File: src/rtl/sap_mem_arbiter.sv
// Round-robin two-port arbiter that shares the SAP single-port RAM between the CPU (port 0) and the loader (port 1).
// Optional grant/conflict statistics counters are enabled by defining ARB_STATS_EN.
module sap_mem_arbiter #(
  parameter int AW        = 8,
  parameter int DW        = 16,
  parameter int MAX_BURST = 8
) (
  input  logic          clk,
  input  logic          rst,
  input  logic          req0,
  input  logic          we0,
  input  logic [AW-1:0] addr0,
  input  logic [DW-1:0] wdata0,
  input  logic          lock0,
  input  logic          req1,
  input  logic          we1,
  input  logic [AW-1:0] addr1,
  input  logic [DW-1:0] wdata1,
  input  logic          lock1,
  output logic          gnt0,
  output logic          gnt1,
  output logic          rvalid0,
  output logic          rvalid1,
  output logic [DW-1:0] rdata0,
  output logic [DW-1:0] rdata1,
  output logic          cpu_stall,
  output logic          ram_en,
  output logic          ram_we,
  output logic [AW-1:0] ram_addr,
  output logic [DW-1:0] ram_wdata,
`ifdef ARB_STATS_EN
  output logic [15:0]   gcnt0,
  output logic [15:0]   gcnt1,
  output logic [15:0]   conflict_cnt,
`endif
  input  logic [DW-1:0] ram_rdata
);

  localparam logic [7:0] BURST_LIMIT = 8'(MAX_BURST);

  logic       last;
  logic [7:0] burst_cnt;
  logic       rd_pend;
  logic       rd_id;
  logic       win;
  logic       grant;

  // The previous owner keeps the RAM only while it locks and is under the burst limit.
  always_comb begin
    win   = 1'b0;
    grant = 1'b0;
    if (!rst) begin
      if (req0 && req1) begin
        grant = 1'b1;
        if (!last) win = (lock0 && (burst_cnt < BURST_LIMIT)) ? 1'b0 : 1'b1;
        else       win = (lock1 && (burst_cnt < BURST_LIMIT)) ? 1'b1 : 1'b0;
      end else if (req0) begin
        grant = 1'b1;
        win   = 1'b0;
      end else if (req1) begin
        grant = 1'b1;
        win   = 1'b1;
      end
    end
  end

  always_comb begin
    gnt0      = grant && !win;
    gnt1      = grant && win;
    cpu_stall = req0 && !gnt0;
    ram_en    = grant;
    ram_we    = 1'b0;
    ram_addr  = '0;
    ram_wdata = '0;
    if (grant) begin
      ram_we    = win ? we1    : we0;
      ram_addr  = win ? addr1  : addr0;
      ram_wdata = win ? wdata1 : wdata0;
    end
  end

  // Ownership history used for round robin and the anti-starvation limit.
  always_ff @(posedge clk) begin
    if (rst) begin
      last      <= 1'b1;
      burst_cnt <= 8'd0;
    end else if (grant) begin
      if (win == last) begin
        if (burst_cnt != 8'hFF) burst_cnt <= burst_cnt + 8'd1;
      end else begin
        burst_cnt <= 8'd1;
        last      <= win;
      end
    end
  end

  // RAM returns data one cycle after the read strobe; it is captured the cycle after that.
  always_ff @(posedge clk) begin
    if (rst) begin
      rd_pend <= 1'b0;
      rd_id   <= 1'b0;
      rvalid0 <= 1'b0;
      rvalid1 <= 1'b0;
      rdata0  <= '0;
      rdata1  <= '0;
    end else begin
      rd_pend <= grant && !ram_we;
      rd_id   <= win;
      rvalid0 <= rd_pend && !rd_id;
      rvalid1 <= rd_pend && rd_id;
      if (rd_pend && !rd_id) rdata0 <= ram_rdata;
      if (rd_pend && rd_id)  rdata1 <= ram_rdata;
    end
  end

`ifdef ARB_STATS_EN
  always_ff @(posedge clk) begin
    if (rst) begin
      gcnt0        <= 16'd0;
      gcnt1        <= 16'd0;
      conflict_cnt <= 16'd0;
    end else begin
      if (gnt0 && (gcnt0 != 16'hFFFF)) gcnt0 <= gcnt0 + 16'd1;
      if (gnt1 && (gcnt1 != 16'hFFFF)) gcnt1 <= gcnt1 + 16'd1;
      if (req0 && req1 && (conflict_cnt != 16'hFFFF)) conflict_cnt <= conflict_cnt + 16'd1;
    end
  end
`endif

endmodule

File: config.mk
export PLATFORM = sky130hd
export DESIGN_NAME = sap_mem_arbiter
export DESIGN_NICKNAME = d
export VERILOG_FILES = /design/src/rtl/sap_mem_arbiter.sv
export SDC_FILE = /design/constraint.sdc
export NUM_CORES = 1
export LEC_CHECK = 0
export CORE_MARGIN = 3
export CORE_UTILIZATION = 41
export CTS_CLUSTER_SIZE = 25
export DETAILED_ROUTE_END_ITERATION = 10
export GPL_TIMING_DRIVEN = 1
export PLACE_DENSITY = 0.9
export SKIP_CTS_REPAIR_TIMING = 1
export SLEW_MARGIN = 20
export SYNTH_ARGS = -nofsm -noshare
export SYNTH_HDL_FRONTEND = slang
export SYNTH_SLANG_ARGS = --single-unit
File: constraint.sdc
create_clock -name clk -period 3.9 [get_ports clk]
set_input_delay 0.585 -clock clk [delete_from_list [all_inputs] [get_ports clk]]
set_output_delay 0.585 -clock clk [all_outputs]
set_load 0.03 [all_outputs]
== Yosys cells after proc, flatten, opt, wreduce, memory -nomap -nowiden ==
Index checks and enable logic that the tools add are counted.
Operators by class
  reduce and logical (&&, ||, !) cells: 15
  multiplexer cells: 18
  add/subtract/negate cells: 1
  equality and inequality tests: 3
  bitwise operators: 1
  $mul: 0
  order comparisons: 1
  shifts and indexed selects: 0
  divide/modulo/power cells: 0
Operators by type and width (count)
  $mux 16: 2
  $mux 8: 4
  $mux 1: 12
  $logic_and 1x1->1: 9
  $add 8x1->8 const B: 1
  $lt 8x4->1 const B: 1
  $ne 8x8->1 const B: 1
  $logic_not 1->1: 4
  $reduce_and 2->1: 2
  $ne 2x1->1 const B: 1
  $eq 1x1->1: 1
  $not 1->1: 1
Storage, ports and cells
  output and inout port bits: 63
  bits of input ports: 72
  word-level logic and storage cells: 47
  memories: 0
  latch bits: 0
  bits in writable memories: 0
  bits in read-only memories: 0
  flip-flop bits (word level): 45

== Longest topological paths before layout ==
  depth in word-level cells: 10
  depth in mapped cells: 7
  gate-level depth less buffers: 6

== Worst setup path after synthesis ==
OpenSTA, ideal clock, no wires.
  path kind: in2out
  start: input port req1
  end: output port ram_we
  setup slack: 0.940 ns
  buffers on the path: 2
  arrival: 2.375 ns
  cell stages on the path: 5
  path through: buf_2 > nor2_1 > nor2_2 > clkbuf_1 > a21boi_0
Between the ends
  elaborated cells on any way between the ends: 10
RTL lines
  start, declared: RTL line 15  | input logic req1,
  $mux 1: RTL line 60  | end else if (req1) begin
  $mux 1: RTL line 57  | end else if (req0) begin
  $mux 1 *: RTL line 53  | if (req0 && req1) begin
  $mux 1 *: RTL line 52  | if (!rst) begin
  via ram_en: RTL line 27  | output logic ram_en,
  $mux 1 *: RTL line 75  | if (grant) begin
  end, declared: RTL line 28  | output logic ram_we,
The timed path passes the listed nets; every way through them passes the cells marked *.

== Worst setup path in the final report ==
  start: input port req1
  end: output port ram_addr[7]
Between the ends
  cells in the longest elaborated chain, start to end: 6
  elaborated cells on any way between the ends: 10
Ends and longest elaborated chain
  $mux 1: RTL line 60
  $mux 1: RTL line 57
  $mux 1: RTL line 53
  $mux 1: RTL line 52
  $mux 8: RTL line 77  | ram_addr = win ? addr1 : addr0;
  $mux 8 *: RTL line 75
  end, declared: RTL line 29  | output logic [AW-1:0] ram_addr,
Mark *: on every way between the ends. The rest lies on a longest branch, timed or not.

==> metrics.yaml <==
drt:
  final_antenna_net_count: 0
  dr_total_vias: 2782
  drc: 0
  first_pass_iters: 5
  vias_per_cell: 5.41
  avgRoutedWirePerCell_microns: 14.2
  drt_wl_total_mm: 7.28
  drt_iter0_markers: 169
cts:
  clockBufferDepth: 2
  cts.sinks: 45
  clk_pin_slew_worst_paths_ns: 0.08
  htreeDepth: 2
  root_buffer: "clkbuf_8"
  cts_tree: "built"
  cts_made_buffers: 5
  clock_latency_ns: 0.30
sta:
  rsz0062_at_grt: "false"
  max_freq_mhz: 293
  finalWorstSetupSlack_ns: 0.492
  relSlewSlack_pct: 55.2
  fin_crit_sh_pct: 87.4
  setup_violations: 0
  whs_ns: 0.455
  min_period_ns: 3.41
  hold_viol_final: 0
  skew_ns: 0.00753
  setup_tns_ns: 0
  slew_viol_final: 0
  tightestPinTransition_ns: 0.672
yosys:
  yosysSeqAreaShare_pct: 39.7
  synth_warnings: 0
  synth_edf_count: 0
  netlist_top_cells_count: "97 x nand2_1, 45 x dfxtp_1, 37 x a21oi_1"
  syn_nets: 391
  synth.lib_cells_used.distinct: 42
  synth_top_cell_by_area: "dfxtp_1"
  syn_avg_cell_area_sq_um: 7.13
  synth-seq-cells: 45
  synth_cells: 318
  synth_area_sq_mm: 0.00227
  async_reset_ff_share_pct: 0
  synth.most_common_cell: "nand2_1"
  synth_top_cell_area_share_pct: 39.7
  synth.area.top_cells: "dfxtp_1 40%, nand2_1 16%, a21oi_1 8.2%"
  synth_flop_cell: "dfxtp_1"
setup_path:
  crit_chain: "clkdlybuf4s50_1 -> nor2_1 -> nor2_2 -> buf_4 -> nand2_1 -> o21ai_0 -> clkdlybuf4s50_1"
  cp.required_ns: 3.31
  critPathMaxStageDelay_ns: 0.71
  crit_fanout: 22
  crit_type: "primary input to primary output"
  reg2reg_slack_ns: 2.13
  crit_path_frequent_cell: "clkdlybuf4s50_1"
  arrival_ns: 2.82
  r2r-start: "burst_cnt[3]$_SDFFE_PP0P_"
  start_kind: "primary input"
  critPathCaptureType: "primary output"
  r2r_end: "rd_pend$_SDFF_PP0_"
  worstRegToRegCells: 6
  cp_slowest_cell: "clkdlybuf4s50_1"
cells_and_area:
  diodes: 0
  drive_above_1_share_pct: 10.6
  area_growth_pct: 62.8
  final_nets: 516
grt:
  antenna_found_initial: 0
  grt_overflow: 0
  grtUsageTotal_pct: 22.6
  grt_max_degree: 44
  grt_pass1_wl_mm: 11.6
  grt_pass1_vias: 2577
outcome:
  outcome: "complete, no violations"
pwr:
  seqPwrFrac_pct: 44.3
  p_int_w: 0.000752
  power_frac_comb_pct: 29.8
  p_per_area_mw_per_mm2: 296
  ir_drop_v: 0.000174
  switching_power_w: 0.000342
  p_leak_nw: 1.31
  pwr-share-clk_pct: 25.9
  p_sw_share_pct: 31.3
placement:
  place_ws_ns: 0.548
  gp_congestion: 0.875
  io_buffers: 134
  hpwl_mm: 5.60
floorplanning:
  core-area_sq_mm: 0.00524
  initial_utilization_pct: 43.3
  die_w_microns: 80.4
  die_area_sq_mm: 0.00646
  ios: 135
  die_h_microns: 80.4
  rows: 26
min_path:
  min_to: "rdata1[2]$_SDFFE_PP0P_"
  hp-class: "flip-flop to flip-flop"
  hold_depth: 2
  min_from: "rdata1[2]$_SDFFE_PP0P_"
run:
  maxCapViolations: 0
[stage by stage]
stage / util [%] / power [W] / area [sq um] / cells
after floorplan: - / 0.000660 / 2270 / 318
after CTS: 70.4 / 0.00110 / 3690 / 514
after global routing: 70.5 / 0.00115 / 3690 / 514
after detailed placement: 68.7 / 0.000821 / 3600 / 506
final: 70.5 / 0.00109 / 3690 / 514
after global placement: 68.7 / 0.000817 / 3600 / 506
[routing by layer]
layer	share of wire, %	vias to the layer above	global-route usage [%]
li1	-	1348	-
met1	39	1266	25.7
met2	49	156	39.5
met3	11	12	7.17
met4	2.1	0	8.11
met5	0	-	0
[state kept, by name, indices dropped and copies added, names as in the netlist]
| name | flops |
|---|---|
| rd_pend | 1 |
| rd_id | 1 |
| rdata0 | 16 |
| rvalid1 | 1 |
| rvalid0 | 1 |
| burst_cnt | 8 |
| rdata1 | 16 |
| last | 1 |
[how the worst max path moves through the flow]
| stage | startpoint | endpoint | slack (ns) | cells after the start |
|---|---|---|---|---|
| floorplan | req1 | ram_we | 0.94 | 5 |
| global placement | req1 | ram_wdata[0] | 0.67 | 7 |
| detailed placement | req1 | ram_addr[7] | 0.55 | 7 |
| CTS | req1 | ram_addr[7] | 0.53 | 7 |
| global route | req1 | ram_addr[7] | 0.41 | 7 |
| finish | req1 | ram_addr[7] | 0.49 | 7 |
[area by class of cell]
class | instances | area [sq um]
clock buffers | 5 | 68.8
fillers | 428 | 1550
inverters | 3 | 11.3
flip-flops and latches | 45 | 901
clock inverters | 3 | 21.3
repair buffers | 140 | 1350
multi-input cells | 248 | 1250
well taps | 70 | 87.6
[cell families (layout without fill, tap and decap cells)]
family                   count (synthesis)  after routing  share of synthesized area (%)
buffers and inverters                   25            151                           5.02
adder cells (fa/ha/maj)                  1              1                          0.552
AND/OR/NAND/NOR                        156            156                           30.4
flip-flops                              45             45                           39.7
AO/OA/AOI/OAI                           91             91                           24.3
[cell usage in the layout (no fill, tap or decap), types with 2 or more instances in the layout]
cell and n:
inv_1 3, dfxtp_1 45, o21ai_1 17, a41oi_1 2, nor3_1 2, a31o_2 2, nand4_1 3, a221oi_1 2
o21ai_0 11, a211oi_1 2, a31oi_1 6, clkdlybuf4s50_1 114, o21ai_2 2, clkbuf_8 5, a21oi_1 37, nor2_1 9
nand3_1 32, buf_4 24, o21a_1 2, nand2b_1 2, nand2_1 97
[worst max-delay path: cells and delay by family]
kind,cells,cell delay [ns]
buffers and inverters,3,1.59
AOI/OAI and AO/OA,1,0.21
and+or+nand+nor,3,0.44
[power by group through the flow]
stage,logic (W),registers (W),clock network [W]
after CTS,0.000327,0.000484,0.000293
after floorplan,0.000142,0.000517,0
after detailed placement,0.000326,0.000495,0
final,0.000326,0.000485,0.000284
after global routing,0.000349,0.000487,0.000313
after global placement,0.000323,0.000495,0
Note: power is estimated with default switching activity, not from simulation.
